[src/rtl/vga_pkg.sv]
// Shared raster timing constants (640x480@60) and the player state encodings
// used by the renderer and game logic.
package vga_pkg;

  localparam int CNT_W = 10;

  localparam int VGA_H_ACTIVE = 640;
  localparam int VGA_H_FP     = 16;
  localparam int VGA_H_SYNC   = 96;
  localparam int VGA_H_BP     = 48;
  localparam int VGA_H_TOTAL  = VGA_H_ACTIVE + VGA_H_FP + VGA_H_SYNC + VGA_H_BP;

  localparam int VGA_V_ACTIVE = 480;
  localparam int VGA_V_FP     = 10;
  localparam int VGA_V_SYNC   = 2;
  localparam int VGA_V_BP     = 33;
  localparam int VGA_V_TOTAL  = VGA_V_ACTIVE + VGA_V_FP + VGA_V_SYNC + VGA_V_BP;

  typedef enum logic [3:0] {
    PS_IDLE      = 4'd0,
    PS_WALK      = 4'd1,
    PS_RUN       = 4'd2,
    PS_JUMP      = 4'd3,
    PS_FALL      = 4'd4,
    PS_PUNCH     = 4'd5,
    PS_KICK      = 4'd6,
    PS_BLOCK     = 4'd7,
    PS_HIT       = 4'd8,
    PS_KO        = 4'd9,
    PS_BLOCKSTUN = 4'd10
  } player_state_e;

endpackage

[src/rtl/vga_sync_delay.sv]
// DEPTH-stage shift register that realigns sync/blank with the renderer's
// registered RGB. DEPTH=0 collapses to wires.
module vga_sync_delay #(
  parameter int DEPTH = 1,
  parameter int W     = 3
) (
  input  logic         clk,
  input  logic         rst_n,
  input  logic [W-1:0] rst_val,
  input  logic [W-1:0] d,
  output logic [W-1:0] q
);

  if (DEPTH == 0) begin : g_wire
    assign q = d;
  end else begin : g_pipe
    logic [DEPTH-1:0][W-1:0] pipe;

    // every stage reloads the idle value so no stale pulse drains out after reset
    always_ff @(posedge clk) begin
      if (!rst_n) begin
        pipe <= {DEPTH{rst_val}};
      end else begin
        pipe[0] <= d;
        for (int i = 1; i < DEPTH; i++) pipe[i] <= pipe[i-1];
      end
    end

    assign q = pipe[DEPTH-1];
  end

endmodule

[src/rtl/vga_timing_gen.sv]
// Raster scan generator: h/v counters, zero-latency area/strobe decode, and
// sync/blank outputs delayed to match the renderer pipeline.
module vga_timing_gen
  import vga_pkg::*;
#(
  parameter int H_ACTIVE   = VGA_H_ACTIVE,
  parameter int H_FP       = VGA_H_FP,
  parameter int H_SYNC     = VGA_H_SYNC,
  parameter int H_BP       = VGA_H_BP,
  parameter int V_ACTIVE   = VGA_V_ACTIVE,
  parameter int V_FP       = VGA_V_FP,
  parameter int V_SYNC     = VGA_V_SYNC,
  parameter int V_BP       = VGA_V_BP,
  parameter bit HS_ACTIVE  = 1'b0,
  parameter bit VS_ACTIVE  = 1'b0,
  parameter int SYNC_DELAY = 1
) (
  input  logic             vga_clk,
  input  logic             rst_n,
  output logic [CNT_W-1:0] h_count,
  output logic [CNT_W-1:0] v_count,
  output logic             display_area,
  output logic             line_start,
  output logic             frame_start,
  output logic             frame_end,
  output logic             hsync,
  output logic             vsync,
  output logic             blank_n
);

  localparam int H_TOTAL = H_ACTIVE + H_FP + H_SYNC + H_BP;
  localparam int V_TOTAL = V_ACTIVE + V_FP + V_SYNC + V_BP;

  localparam logic [CNT_W-1:0] H_LAST   = CNT_W'(H_TOTAL - 1);
  localparam logic [CNT_W-1:0] V_LAST   = CNT_W'(V_TOTAL - 1);
  localparam logic [CNT_W-1:0] H_ACT    = CNT_W'(H_ACTIVE);
  localparam logic [CNT_W-1:0] V_ACT    = CNT_W'(V_ACTIVE);
  localparam logic [CNT_W-1:0] V_ACT_LO = CNT_W'(V_ACTIVE - 1);
  localparam logic [CNT_W-1:0] HS_ON    = CNT_W'(H_ACTIVE + H_FP);
  localparam logic [CNT_W-1:0] HS_OFF   = CNT_W'(H_ACTIVE + H_FP + H_SYNC);
  localparam logic [CNT_W-1:0] VS_ON    = CNT_W'(V_ACTIVE + V_FP);
  localparam logic [CNT_W-1:0] VS_OFF   = CNT_W'(V_ACTIVE + V_FP + V_SYNC);

  logic       hs_raw, vs_raw;
  logic [2:0] dly_q;

  always_ff @(posedge vga_clk) begin
    if (!rst_n) begin
      h_count <= '0;
      v_count <= '0;
    end else if (h_count == H_LAST) begin
      h_count <= '0;
      v_count <= (v_count == V_LAST) ? '0 : v_count + 1'b1;
    end else begin
      h_count <= h_count + 1'b1;
    end
  end

  // decoded straight off the registered counts: glitch-free, same-cycle
  assign display_area = (h_count < H_ACT) && (v_count < V_ACT);
  assign line_start   = (h_count == '0);
  assign frame_start  = (h_count == '0) && (v_count == '0);
  assign frame_end    = (h_count == H_ACT) && (v_count == V_ACT_LO);

  assign hs_raw = ((h_count >= HS_ON) && (h_count < HS_OFF)) ? HS_ACTIVE : ~HS_ACTIVE;
  assign vs_raw = ((v_count >= VS_ON) && (v_count < VS_OFF)) ? VS_ACTIVE : ~VS_ACTIVE;

  vga_sync_delay #(
    .DEPTH (SYNC_DELAY),
    .W     (3)
  ) u_sync_delay (
    .clk     (vga_clk),
    .rst_n   (rst_n),
    .rst_val ({~HS_ACTIVE, ~VS_ACTIVE, 1'b0}),
    .d       ({hs_raw, vs_raw, display_area}),
    .q       (dly_q)
  );

  assign {hsync, vsync, blank_n} = dly_q;

endmodule

[config.mk]
export PLATFORM = sky130hd
export DESIGN_NAME = vga_timing_gen
export DESIGN_NICKNAME = d
export VERILOG_FILES = /design/src/rtl/vga_pkg.sv /design/src/rtl/vga_sync_delay.sv /design/src/rtl/vga_timing_gen.sv
export SDC_FILE = /design/constraint.sdc
export NUM_CORES = 1
export LEC_CHECK = 0
export CAP_MARGIN = 25
export CORE_MARGIN = 2
export CORE_UTILIZATION = 45
export CTS_CLUSTER_SIZE = 40
export DETAILED_ROUTE_END_ITERATION = 10
export PLACE_DENSITY = 0.78
export SETUP_SLACK_MARGIN = 0.15
export SYNTH_ARGS = -nofsm -noshare
export SYNTH_HDL_FRONTEND = slang
export SYNTH_SLANG_ARGS = --single-unit
[constraint.sdc]
create_clock -name vga_clk -period 2.6 [get_ports vga_clk]
set_input_delay 0.26 -clock vga_clk [delete_from_list [all_inputs] [get_ports vga_clk]]
set_output_delay 0.26 -clock vga_clk [all_outputs]
set_load 0.01 [all_outputs]
==> impl_results.md <==
* Die area at 0.00301 sq mm
* Std-Cell Rows at 18
* Die X at 54.9 um
* Crit start category: register
* Multi-input gate area at 677 sq um
* CP cell instances: nor4_2 -> nand3b_1 -> nor4_2 -> buf_4 -> clkdlybuf4s50_1
* First-pass GRT wire length at 4470 um
* Flip-flop and latch area at 464 sq um
* R2R Setup Slk at ~0.5 ns
* Slew margin rel. at 0.699
* Largest net degree at the start of global routing at 14
* Final Cycle Share at 0.925
* Hold depth at 1
* CTS sink cnt at 23
* TritonRoute pass-1 iters at 4
* Hold Path Origin: h_count[0]$_SDFF_PP0_
* Critical R2R Launch: h_count[0]$_SDFF_PP0_
* Final setup margin at 0.195 ns
* Design Area, Final at between 0.0015 and 0.002 sq mm
* Cell taking the most area after synthesis: dfxtp_1
* FF-to-FF End: v_count[8]$_SDFFE_PN0N_
* Io pins at 29
* Initial antenna violation count at 0
* Setup_tns at 0 ns
* CTS HTree Levels at 1
* Clock-pin slew on the worst setup and hold paths at between 0.1 and 0.15 ns
* Die Ht at 54.9 um
* Unique masters post-synth at 32
* Leak pwr at 0.518 nW
* Critical path class: register to output pin
* Syn Area/Cell at 8.82 sq um
* Initial Util at 0.475
* Layout cell share with drive strength beyond 1 at 0.135
* CORE AREA at 0.00245 sq mm
* Gr ovfl total at 0
* Final #Nets at 170
* Clock Tree Buf Depth at 2
* Area contributors post-synth: dfxtp_1, xnor2_1, nor2_1
* Hold_buf cts at 0
* Area Growth Syn to Fin at 31.6%
* Period minus WS final at roughly 2.4 ns
* CTS Buf Count at 3
* CP endpoint kind: output pin
* Synthesized area at ~0.0012 sq mm
* Top fanout value on the critical path at 6
* Util after Layout at 0.624
* Via/cell ratio at 5.52
* Critical path required time at 2.34 ns
* Cells after Synth at 132
* Register area share after synthesis at 0.395
* Total Wirelength at 2740 um
* CP most frequent cell: nor4_2
* Hold EP: h_count[0]$_SDFF_PP0_
* Dpl hpwl at 2040 um
* Max-cap violation count at 0
* Seq cells post-synth at 23
* Unrepaired setup endpoints after global routing: no
* Ant diodes at 0
* Final setup vio count at 0
* Outcome: finished, final reports clean
* Filler Cell Count at 218
* Via count at about 1100
* Pwr Density at 385 mW/mm^2
* FMAX at about 420 MHz
* Synth warnings at 0
* Hold Path Class: register to register
* DP Area at 0.00146 sq mm
* Dpl ws at between 0.4 and 0.5 ns
* DR WL/cell at 14.2 um
* Count of final max-slew check failures at 0
* Post-synth top area share at 0.395
* Slowest stage cell on the critical path: clkdlybuf4s50_1
* Final hold violation count at 0
* Clk Tree Root Cell: clkbuf_4
* Worst vdd ir at 0.354 mV
* Clock Skews at about 0.011 ns
* Total Routing Usage GR at 0.207
* Dpl cells at 187
* Net Count, Synth at ~140
* Vias in the first global route at roughly 960
* Worst Reg2Reg Path Length in Cells at 5
* Critical path arrival at 2.14 ns
* GPL Wtd Cong at between 0.8 and 0.9
* CTS tree: built
* Non-filler cells, final at 193
* Worst slew pin tran at 0.452 ns
* Crit-path max cell delay at between 0.5 and 0.6 ns
* Clock latency at the later pin of the worst-skew pair at ~0.32 ns
* Port buffer count at 28
* # DRC at 0
* Antenna-violating nets left at 0
* Iteration-0 DRC Markers at 21
## worst max-delay path: cells and delay by family (launching register included)
family | cells | cell delay (ns)
AND/OR/NAND/NOR | 3 | 0.75
buffers and inverters | 2 | 0.70
flip-flops | 1 | 0.39
## placed cells by master, fill, tap and decap left out, types with 2 or more instances in the layout
master	instances
clkdlybuf4s50_1	26
dfxtp_1	20
nor2_1	19
xnor2_1	11
nand3_1	8
inv_1	7
nand2_1	7
nor3_1	6
nand4_1	5
nor4_1	5
or4_1	4
a21oi_1	4
ha_1	4
nor4_2	3
o31ai_1	3
clkbuf_4	3
dfxtp_2	3
o21ai_0	2
xor2_1	2
and3_2	2
nand2b_1	2
dlymetal6s2s_1	2
buf_4	2
## cells by family after synthesis
group,synth area share
flip-flops,0.395
adder cells (fa/ha/maj),0.0430
AND/OR/NAND/NOR,0.364
AO/OA/AOI/OAI,0.0602
XOR/XNOR,0.0977
buffers and inverters,0.0397
## repair_timing
action / 4_1_cts / 5_1_grt
buffers inserted: 0 / 2
resized for setup: 3 / 5
pin swaps: 0 / 3
endpoints found under the setup margin: 1 / 2
## metal layers
metal  part of all wire  GRT usage
met1               0.46      0.273
met2               0.49      0.333
met3              0.047     0.0355
met4             0.0047     0.0833
met5                  0          0
## cells in the mapped netlist, drive strengths merged
cell and count:
a21oi 5, and2 1, and3 2, and4 1
buf 2, clkbuf 1, dfxtp 23, ha 4
inv 7, nand2 7, nand2b 2, nand3 8
nand3b 1, nand4 6, nand4bb 1, nor2 19
nor2b 1, nor3 6, nor4 8, o21ai 3
o31ai 3, or3 2, or4 5, or4b 1
xnor2 11, xor2 2
## power breakdown
group	switching [W]	internal [W]	total (W)
logic	0.0000278	0.0000316	0.0000594
clock network	0.000109	0.0000575	0.000167
registers	0.00000648	0.000357	0.000364
## state kept, by name (all words and copies together) (netlist names)
signal          flops
h_count            10
v_count            10
u_sync_delay.q      3
## how the worst max path moves through the flow
stage / slack [ns] / to / cells after the start / startpoint
3_3_place_gp: 0.54 / frame_start / 5 / h_count[3]$_SDFF_PP0_
2_1_floorplan: 0.55 / v_count[8]$_SDFFE_PN0N_ / 6 / h_count[0]$_SDFF_PP0_
3_5_place_dp: 0.42 / frame_start / 5 / h_count[3]$_SDFF_PP0_
5_1_grt: 0.13 / line_start / 5 / h_count[3]$_SDFF_PP0_
4_1_cts: 0.18 / frame_start / 5 / h_count[5]$_SDFF_PP0_
6_report: 0.20 / line_start / 5 / h_count[3]$_SDFF_PP0_
## cell type report
cell class | count | share of cell area
Clock buffer | 3 | 0.0147
Tap cell | 30 | 0.0245
Multi-Input combinational cell | 99 | 0.442
Sequential cell | 23 | 0.303
Inverter | 7 | 0.0171
Clock inverter | 1 | 0.00327
Timing Repair Buffer | 30 | 0.196
## through the flow
stage                     hold slack, ns  total power [W]
after floorplan                    0.427         0.000394
after global placement             0.479         0.000420
after detailed placement           0.482         0.000422
after CTS                          0.514         0.000589
after global routing               0.535         0.000610
final                              0.511         0.000590
Power figures use the tool's default switching activity.
